File: src/rtl/prco_mmio_pkg.sv
// Shared definitions for the MMIO responder: register offsets, STATUS bit layout
// and the UART transmitter state encoding.
package prco_mmio_pkg;

  localparam logic [1:0] MMIO_TXDATA = 2'd0;
  localparam logic [1:0] MMIO_STATUS = 2'd1;
  localparam logic [1:0] MMIO_CYCLES = 2'd2;
  localparam logic [1:0] MMIO_LEDS   = 2'd3;

  localparam int STAT_FULL      = 0;
  localparam int STAT_EMPTY     = 1;
  localparam int STAT_BUSY      = 2;
  localparam int STAT_OVERFLOW  = 3;
  localparam int STAT_COUNT_LSB = 8;
  localparam int STAT_COUNT_W   = 4;

  typedef enum logic [1:0] {
    TX_IDLE  = 2'd0,
    TX_START = 2'd1,
    TX_DATA  = 2'd2,
    TX_STOP  = 2'd3
  } tx_state_t;

endpackage

File: src/rtl/prco_uart_tx.sv
// 8N1 serial transmitter: pulls one byte at a time from the TX FIFO through a
// pop/data handshake and shifts it out LSB first.
module prco_uart_tx
  import prco_mmio_pkg::*;
#(
  parameter int CLKS_PER_BIT = 868
) (
  input  logic       i_clk,
  input  logic       i_reset,
  input  logic       fifo_valid,
  input  logic [7:0] fifo_data,
  output logic       pop,
  output logic       q_tx,
  output logic       busy
);

  localparam int                BAUD_W      = $clog2(CLKS_PER_BIT);
  localparam logic [BAUD_W-1:0] BAUD_RELOAD = BAUD_W'(CLKS_PER_BIT - 1);

  tx_state_t         state;
  tx_state_t         state_next;
  logic [BAUD_W-1:0] baud;
  logic [2:0]        bit_idx;
  logic [7:0]        shreg;
  logic              bit_done;

  assign bit_done = (baud == '0);

  // NOTE: state lives in always_ff with <= so every register samples pre-edge values.
  always_ff @(posedge i_clk or posedge i_reset) begin
    if (i_reset) state <= TX_IDLE;
    else         state <= state_next;
  end

  // NOTE: every always_comb output gets a default first so no path leaves it unassigned (no latch).
  always_comb begin
    state_next = state;
    case (state)
      TX_IDLE:  if (fifo_valid) state_next = TX_START;
      TX_START: if (bit_done) state_next = TX_DATA;
      TX_DATA:  if (bit_done && bit_idx == 3'd7) state_next = TX_STOP;
      TX_STOP:  if (bit_done) state_next = fifo_valid ? TX_START : TX_IDLE;
      default:  state_next = TX_IDLE;
    endcase
  end

  // A queued byte is taken straight from the end of a stop bit so frames run back to back.
  always_comb begin
    q_tx = 1'b1;
    busy = 1'b1;
    pop  = 1'b0;
    case (state)
      TX_IDLE: begin
        busy = 1'b0;
        pop  = fifo_valid;
      end
      TX_START: q_tx = 1'b0;
      TX_DATA:  q_tx = shreg[0];
      TX_STOP:  pop = bit_done & fifo_valid;
      default:  ;
    endcase
  end

  always_ff @(posedge i_clk or posedge i_reset) begin
    if (i_reset) begin
      baud    <= BAUD_RELOAD;
      bit_idx <= 3'd0;
      shreg   <= 8'h00;
    end else if (pop) begin
      baud    <= BAUD_RELOAD;
      bit_idx <= 3'd0;
      shreg   <= fifo_data;
    end else if (state != TX_IDLE) begin
      if (bit_done) begin
        baud <= BAUD_RELOAD;
        if (state == TX_DATA) begin
          shreg   <= {1'b0, shreg[7:1]};
          bit_idx <= bit_idx + 3'd1;
        end
      end else begin
        baud <= baud - 1'b1;
      end
    end
  end

endmodule

File: src/rtl/prco_mmio.sv
// Memory-mapped I/O responder: UART TX FIFO, free-running cycle counter and LED
// register, answering hit requests two cycles later like a local-memory read.
module prco_mmio
  import prco_mmio_pkg::*;
#(
  parameter logic [15:0] BASE_ADDR    = 16'hFF00,
  parameter int          FIFO_DEPTH   = 8,
  parameter int          CLKS_PER_BIT = 868
) (
  input  logic        i_clk,
  input  logic        i_reset,
  input  logic        i_ce,
  input  logic        i_we,
  input  logic [15:0] i_addr,
  input  logic [15:0] i_din,
  output logic        q_hit,
  output logic        q_ce_reg,
  output logic [15:0] q_dout,
  output logic        q_tx,
  output logic [7:0]  q_leds
);

  localparam int PTR_W = $clog2(FIFO_DEPTH);
  localparam int CNT_W = PTR_W + 1;

  logic [1:0]       offset;
  logic             accept;
  logic             wr_txdata;
  logic             wr_cycles;
  logic             wr_leds;
  logic             rd_status;

  logic [7:0]       fifo_mem [FIFO_DEPTH];
  logic [PTR_W-1:0] wr_ptr;
  logic [PTR_W-1:0] rd_ptr;
  logic [CNT_W-1:0] count;
  logic             fifo_full;
  logic             fifo_empty;
  logic             push;
  logic             pop;
  logic             overflow;
  logic             overflow_set;
  logic             tx_busy;

  logic [15:0]      cycles;
  logic [15:0]      status;
  logic [15:0]      rd_data;

  logic             s1_valid;
  logic [15:0]      s1_data;
  logic             s2_valid;
  logic [15:0]      s2_data;

  assign offset = i_addr[1:0];
  assign q_hit  = (i_addr[15:2] == BASE_ADDR[15:2]);
  assign accept = i_ce & q_hit;

  assign wr_txdata = accept &  i_we & (offset == MMIO_TXDATA);
  assign wr_cycles = accept &  i_we & (offset == MMIO_CYCLES);
  assign wr_leds   = accept &  i_we & (offset == MMIO_LEDS);
  assign rd_status = accept & ~i_we & (offset == MMIO_STATUS);

  assign fifo_full    = (count == CNT_W'(FIFO_DEPTH));
  assign fifo_empty   = (count == '0);
  // A full FIFO still takes a byte when the transmitter drains one on the same edge.
  assign push         = wr_txdata & (~fifo_full | pop);
  assign overflow_set = wr_txdata & ~push;

  // NOTE: the FIFO storage has no reset; pointers and count alone define what is valid.
  always_ff @(posedge i_clk) begin
    if (push) fifo_mem[wr_ptr] <= i_din[7:0];
  end

  always_ff @(posedge i_clk or posedge i_reset) begin
    if (i_reset) begin
      wr_ptr   <= '0;
      rd_ptr   <= '0;
      count    <= '0;
      overflow <= 1'b0;
    end else begin
      if (push) wr_ptr <= wr_ptr + 1'b1;
      if (pop)  rd_ptr <= rd_ptr + 1'b1;
      count <= count + CNT_W'(push) - CNT_W'(pop);
      if (overflow_set)   overflow <= 1'b1;
      else if (rd_status) overflow <= 1'b0;
    end
  end

  always_ff @(posedge i_clk or posedge i_reset) begin
    if (i_reset) begin
      cycles <= 16'h0000;
      q_leds <= 8'h00;
    end else begin
      cycles <= wr_cycles ? i_din : cycles + 16'd1;
      if (wr_leds) q_leds <= i_din[7:0];
    end
  end

  prco_uart_tx #(
    .CLKS_PER_BIT(CLKS_PER_BIT)
  ) u_uart_tx (
    .i_clk     (i_clk),
    .i_reset   (i_reset),
    .fifo_valid(~fifo_empty),
    .fifo_data (fifo_mem[rd_ptr]),
    .pop       (pop),
    .q_tx      (q_tx),
    .busy      (tx_busy)
  );

  always_comb begin
    status = 16'h0000;
    status[STAT_FULL]     = fifo_full;
    status[STAT_EMPTY]    = fifo_empty;
    status[STAT_BUSY]     = tx_busy;
    status[STAT_OVERFLOW] = overflow;
    status[STAT_COUNT_LSB +: STAT_COUNT_W] = STAT_COUNT_W'(count);
  end

  // Read data is captured from pre-edge state; writes answer with zero.
  always_comb begin
    rd_data = 16'h0000;
    if (!i_we) begin
      case (offset)
        MMIO_STATUS: rd_data = status;
        MMIO_CYCLES: rd_data = cycles;
        MMIO_LEDS:   rd_data = {8'h00, q_leds};
        default:     rd_data = 16'h0000;
      endcase
    end
  end

  always_ff @(posedge i_clk or posedge i_reset) begin
    if (i_reset) begin
      s1_valid <= 1'b0;
      s1_data  <= 16'h0000;
      s2_valid <= 1'b0;
      s2_data  <= 16'h0000;
      q_ce_reg <= 1'b0;
      q_dout   <= 16'h0000;
    end else begin
      s1_valid <= accept;
      s1_data  <= rd_data;
      s2_valid <= s1_valid;
      s2_data  <= s1_data;
      q_ce_reg <= s2_valid;
      if (s2_valid) q_dout <= s2_data;
    end
  end

endmodule

File: config.mk
export PLATFORM = sky130hd
export DESIGN_NAME = prco_mmio
export DESIGN_NICKNAME = d
export VERILOG_FILES = /design/src/rtl/prco_mmio_pkg.sv /design/src/rtl/prco_uart_tx.sv /design/src/rtl/prco_mmio.sv
export SDC_FILE = /design/constraint.sdc
export NUM_CORES = 1
export LEC_CHECK = 0
export CAP_MARGIN = 10
export CORE_MARGIN = 2
export CORE_UTILIZATION = 50
export DETAILED_ROUTE_END_ITERATION = 7
export PLACE_DENSITY = 0.69
export REMOVE_ABC_BUFFERS = 1
export SLEW_MARGIN = 40
export SYNTH_ARGS = -nofsm -noshare
export SYNTH_HDL_FRONTEND = slang
export SYNTH_SLANG_ARGS = --single-unit
File: constraint.sdc
create_clock -name i_clk -period 5 [get_ports i_clk]
set_input_delay 0.5 -clock i_clk [delete_from_list [all_inputs] [get_ports i_clk]]
set_output_delay 0.5 -clock i_clk [all_outputs]
set_load 0.03 [all_outputs]
==> results.sh <==
export IMPL_crit_type="flop to flop"
export IMPL_top_register="fifo_mem"
export IMPL_core_area_mm2=0.01399
export IMPL_ctsResizeCount=0
export IMPL_synth_top_area_frac=0.3578
export IMPL_start_util=0.5149
export IMPL_synth_simple_gate_area_frac=0.09797
export IMPL_drt_iter0_drc=401
export IMPL_multi_input_area_mm2=0.002415
export IMPL_die_w_um=124.0
export IMPL_path_clk_slew_ns=0.07
export IMPL_synthMuxAreaShare=0.1150
export IMPL_synth_seq_cells=173
export IMPL_synth_top_family_by_area="multiplexers"
export IMPL_area_growth_pct=19.80
export IMPL_syn_inst=513
export IMPL_synth_compound_area_frac=0.06201
export IMPL_slowest_stage="nand2_1"
export IMPL_drtAntennaViolNets=0
export IMPL_setup_violations=0
export IMPL_drt_wl_total_mm=14.28
export IMPL_avgSynthCellArea_um2=14.04
export IMPL_power_density_mw_per_mm2=338.8
export IMPL_clock_latency_ns=0.43
export IMPL_synth_largest_area_cell="dfrtp_1"
export IMPL_yosys_area_share_adder=0.03057
export IMPL_drv_cap=0
export IMPL_antenna_cells=0
export IMPL_hold_class="flop to flop"
export IMPL_die_area_mm2=0.01538
export IMPL_relSlewSlack=0.4525
export IMPL_irDropWorstVdd_uv=265.8
export IMPL_layout_common_cells="dfrtp_1 (102), edfxtp_1 (64), clkdlybuf4s50_1 (62)"
export IMPL_worstSetupEndpoint="count[2]"
export IMPL_rsz0062_at_grt="no"
export IMPL_fill_cells=1077
export IMPL_reg2reg_from="u_uart_tx.baud[1]"
export IMPL_grt_pass1_wl_mm=23.18
export IMPL_fin_crit_ns=3.177
export IMPL_gp_congestion=0.8198
export IMPL_reg2reg_slack_ns=1.82
export IMPL_worst_pin_slew_ns=0.8193
export IMPL_antenna_found_initial=0
export IMPL_timing_hold_violations_final=0
export IMPL_synthArstFlopShare=0.6301
export IMPL_cts_tree="built"
export IMPL_yosysSeqAreaShare=0.6465
export IMPL_tns_ns=0
export IMPL_die_h_um=124.0
export IMPL_final_common_cell="dfrtp_1"
export IMPL_worstPathMaxFanout=23
export IMPL_placementRows=43
export IMPL_grt_util_all_layers=0.2067
export IMPL_nNetsFinal=631
export IMPL_crit_required_ns=5.31
export IMPL_critPathArrivalTime_ns=3.48
export IMPL_synth_flop_cell="dfrtp_1"
export IMPL_status="finished, final reports clean"
export IMPL_fmax_mhz=314.8
export IMPL_htree_levels=4
export IMPL_synth_edf_count=64
export IMPL_cp_startpoint="u_uart_tx.baud[1]"
export IMPL_cts_root_buffer="clkbuf_16"
export IMPL_vias=4293
export IMPL_grt_ovfl_total=0
export IMPL_dp_hpwl_mm=10.04
export IMPL_p_leak_uw=0.003454
export IMPL_period_share=0.6354
export IMPL_critPathCaptureType="flop"
export IMPL_cp_start_kind="flop"
export IMPL_drt_pass1_iterations=4
export IMPL_cts_buffers=17
export IMPL_critPathMaxStageDelay_ns=0.50
export IMPL_r2r_cells=10
export IMPL_holdBufCountCts=0
export IMPL_dpl_worst_slack_ns=1.204
export IMPL_ioPinCount=63
export IMPL_grt_max_degree=83
export IMPL_synth_warnings=0
export IMPL_synth_distinct_cells=50
export IMPL_grt_pass1_vias=4373
export IMPL_synth_xor_area_share=0.02553
export IMPL_path_cells="inv_1 -> ha_1 -> nor3b_1 -> a41o_1 -> nand2_1 -> nand3b_1 -> nand2_1 -> ha_1 -> fa_1 -> xor2_1"
export IMPL_drv_slew=0
export IMPL_rr_endpoint="count[2]"
export IMPL_setup_slack_ns=1.823
export IMPL_skew_ns=0.01135
export IMPL_post_cts_buffers=0
export IMPL_clock_sinks=173
export IMPL_drt_vias_per_instance=5.568
export IMPL_drive_gt1_frac=0.1692
export IMPL_yosys_top_cells_area="dfrtp_1 (36%), edfxtp_1 (27%), mux4_2 (5.0%)"
export IMPL_largest_reg_flops=64
export IMPL_cts_buffer_depth=2
export IMPL_syn_area_mm2=0.007203
export IMPL_io_buffer_count=62
export IMPL_register_area_mm2=0.004658
export IMPL_post_drt_wl_per_cell_um=18.52
export IMPL_route_detailed_drc=0
[kinds of logic (layout without fill, tap and decap cells)]
family                   count (synthesis)  after routing
flip-flops                             173            173
AND/OR/NAND/NOR                        132            132
AO/OA/AOI/OAI                           72             72
multiplexers                            59             59
buffers and inverters                   39            117
XOR/XNOR                                21             21
adder cells (fa/ha/maj)                 17             17
[metal layers]
metal	global-route usage	vias up	share of wire
li1	-	2005	-
met1	0.2848	2169	0.46
met2	0.3194	105	0.48
met3	0.05037	14	0.054
met4	0.08146	0	0.012
met5	0	-	0
[per-stage QoR]
step	cell area, um2	total power [uW]	util	instances	hold slack (ns)
6_report	8630	2924	0.6169	771	0.3462
5_1_grt	8630	3033	0.6169	771	0.3576
4_1_cts	8615	2958	0.6158	771	0.3494
3_5_place_dp	8010	1624	0.5726	739	0.3347
3_3_place_gp	7991	1620	0.5713	739	0.3326
2_1_floorplan	7113	1564	-	493	0.3312
[synthesized netlist by cell type, types with 2 or more instances]
cell type    n
a211oi_1     7
a21o_1       3
a21oi_1     17
a22o_1       6
a22oi_1      4
a31o_2       2
and2_1       5
and3_1       2
buf_2        3
clkbuf_1    14
dfrtp_1    103
dfstp_2      6
edfxtp_1    64
ha_1        16
inv_1       19
mux2_2      26
mux2i_1     16
mux4_2      16
nand2_1     33
nand2b_1     8
nand3_1      9
nand3b_1     2
nand4_1      3
nand4_2      2
nor2_1      25
nor2b_1      8
nor3_1      13
nor3b_1      5
nor4_1       8
o21ai_0     25
o21ai_1      2
o31ai_1      2
or3_1        3
xnor2_1     18
xor2_1       3
[worst min path at each step]
stage | depth (start not counted) | slack (ns) | to | startpoint
after floorplan | 0 | 0.33 | s2_data[0] | s1_data[0]
after global placement | 0 | 0.33 | s2_valid | s1_valid
after detailed placement | 0 | 0.33 | s2_data[0] | s1_data[0]
after CTS | 0 | 0.35 | s2_data[4] | s1_data[4]
after global routing | 0 | 0.36 | s2_data[15] | s1_data[15]
final | 0 | 0.35 | s2_data[4] | s1_data[4]
[layout make-up]
type                       instances  share of cell area
clock buffer                      18             0.04973
clock inverter                    14             0.02030
inverter                          19            0.008844
multi-input combinational        301              0.2798
sequential                       173              0.5398
tap                              180             0.02610
timing repair buffer              66             0.07540
[worst max-delay path, delay by kind of cell, from the launching register on]
kind	cells	cell delay [ns]
adders and majority gates	3	0.75
DFF	1	0.38
xor gates and xnor gates	1	0.17
AOI/OAI and AO/OA	1	0.33
buffers and inverters	1	0.06
and+or+nand+nor	4	1.36
[power by group]
part	switching (uW)	internal [uW]	total [uW]
Sequential	12.7	1490	1500
Clock	572	757	1330
Combinational	53.4	41.7	95.1
Note: power is estimated with default switching activity, not from simulation.
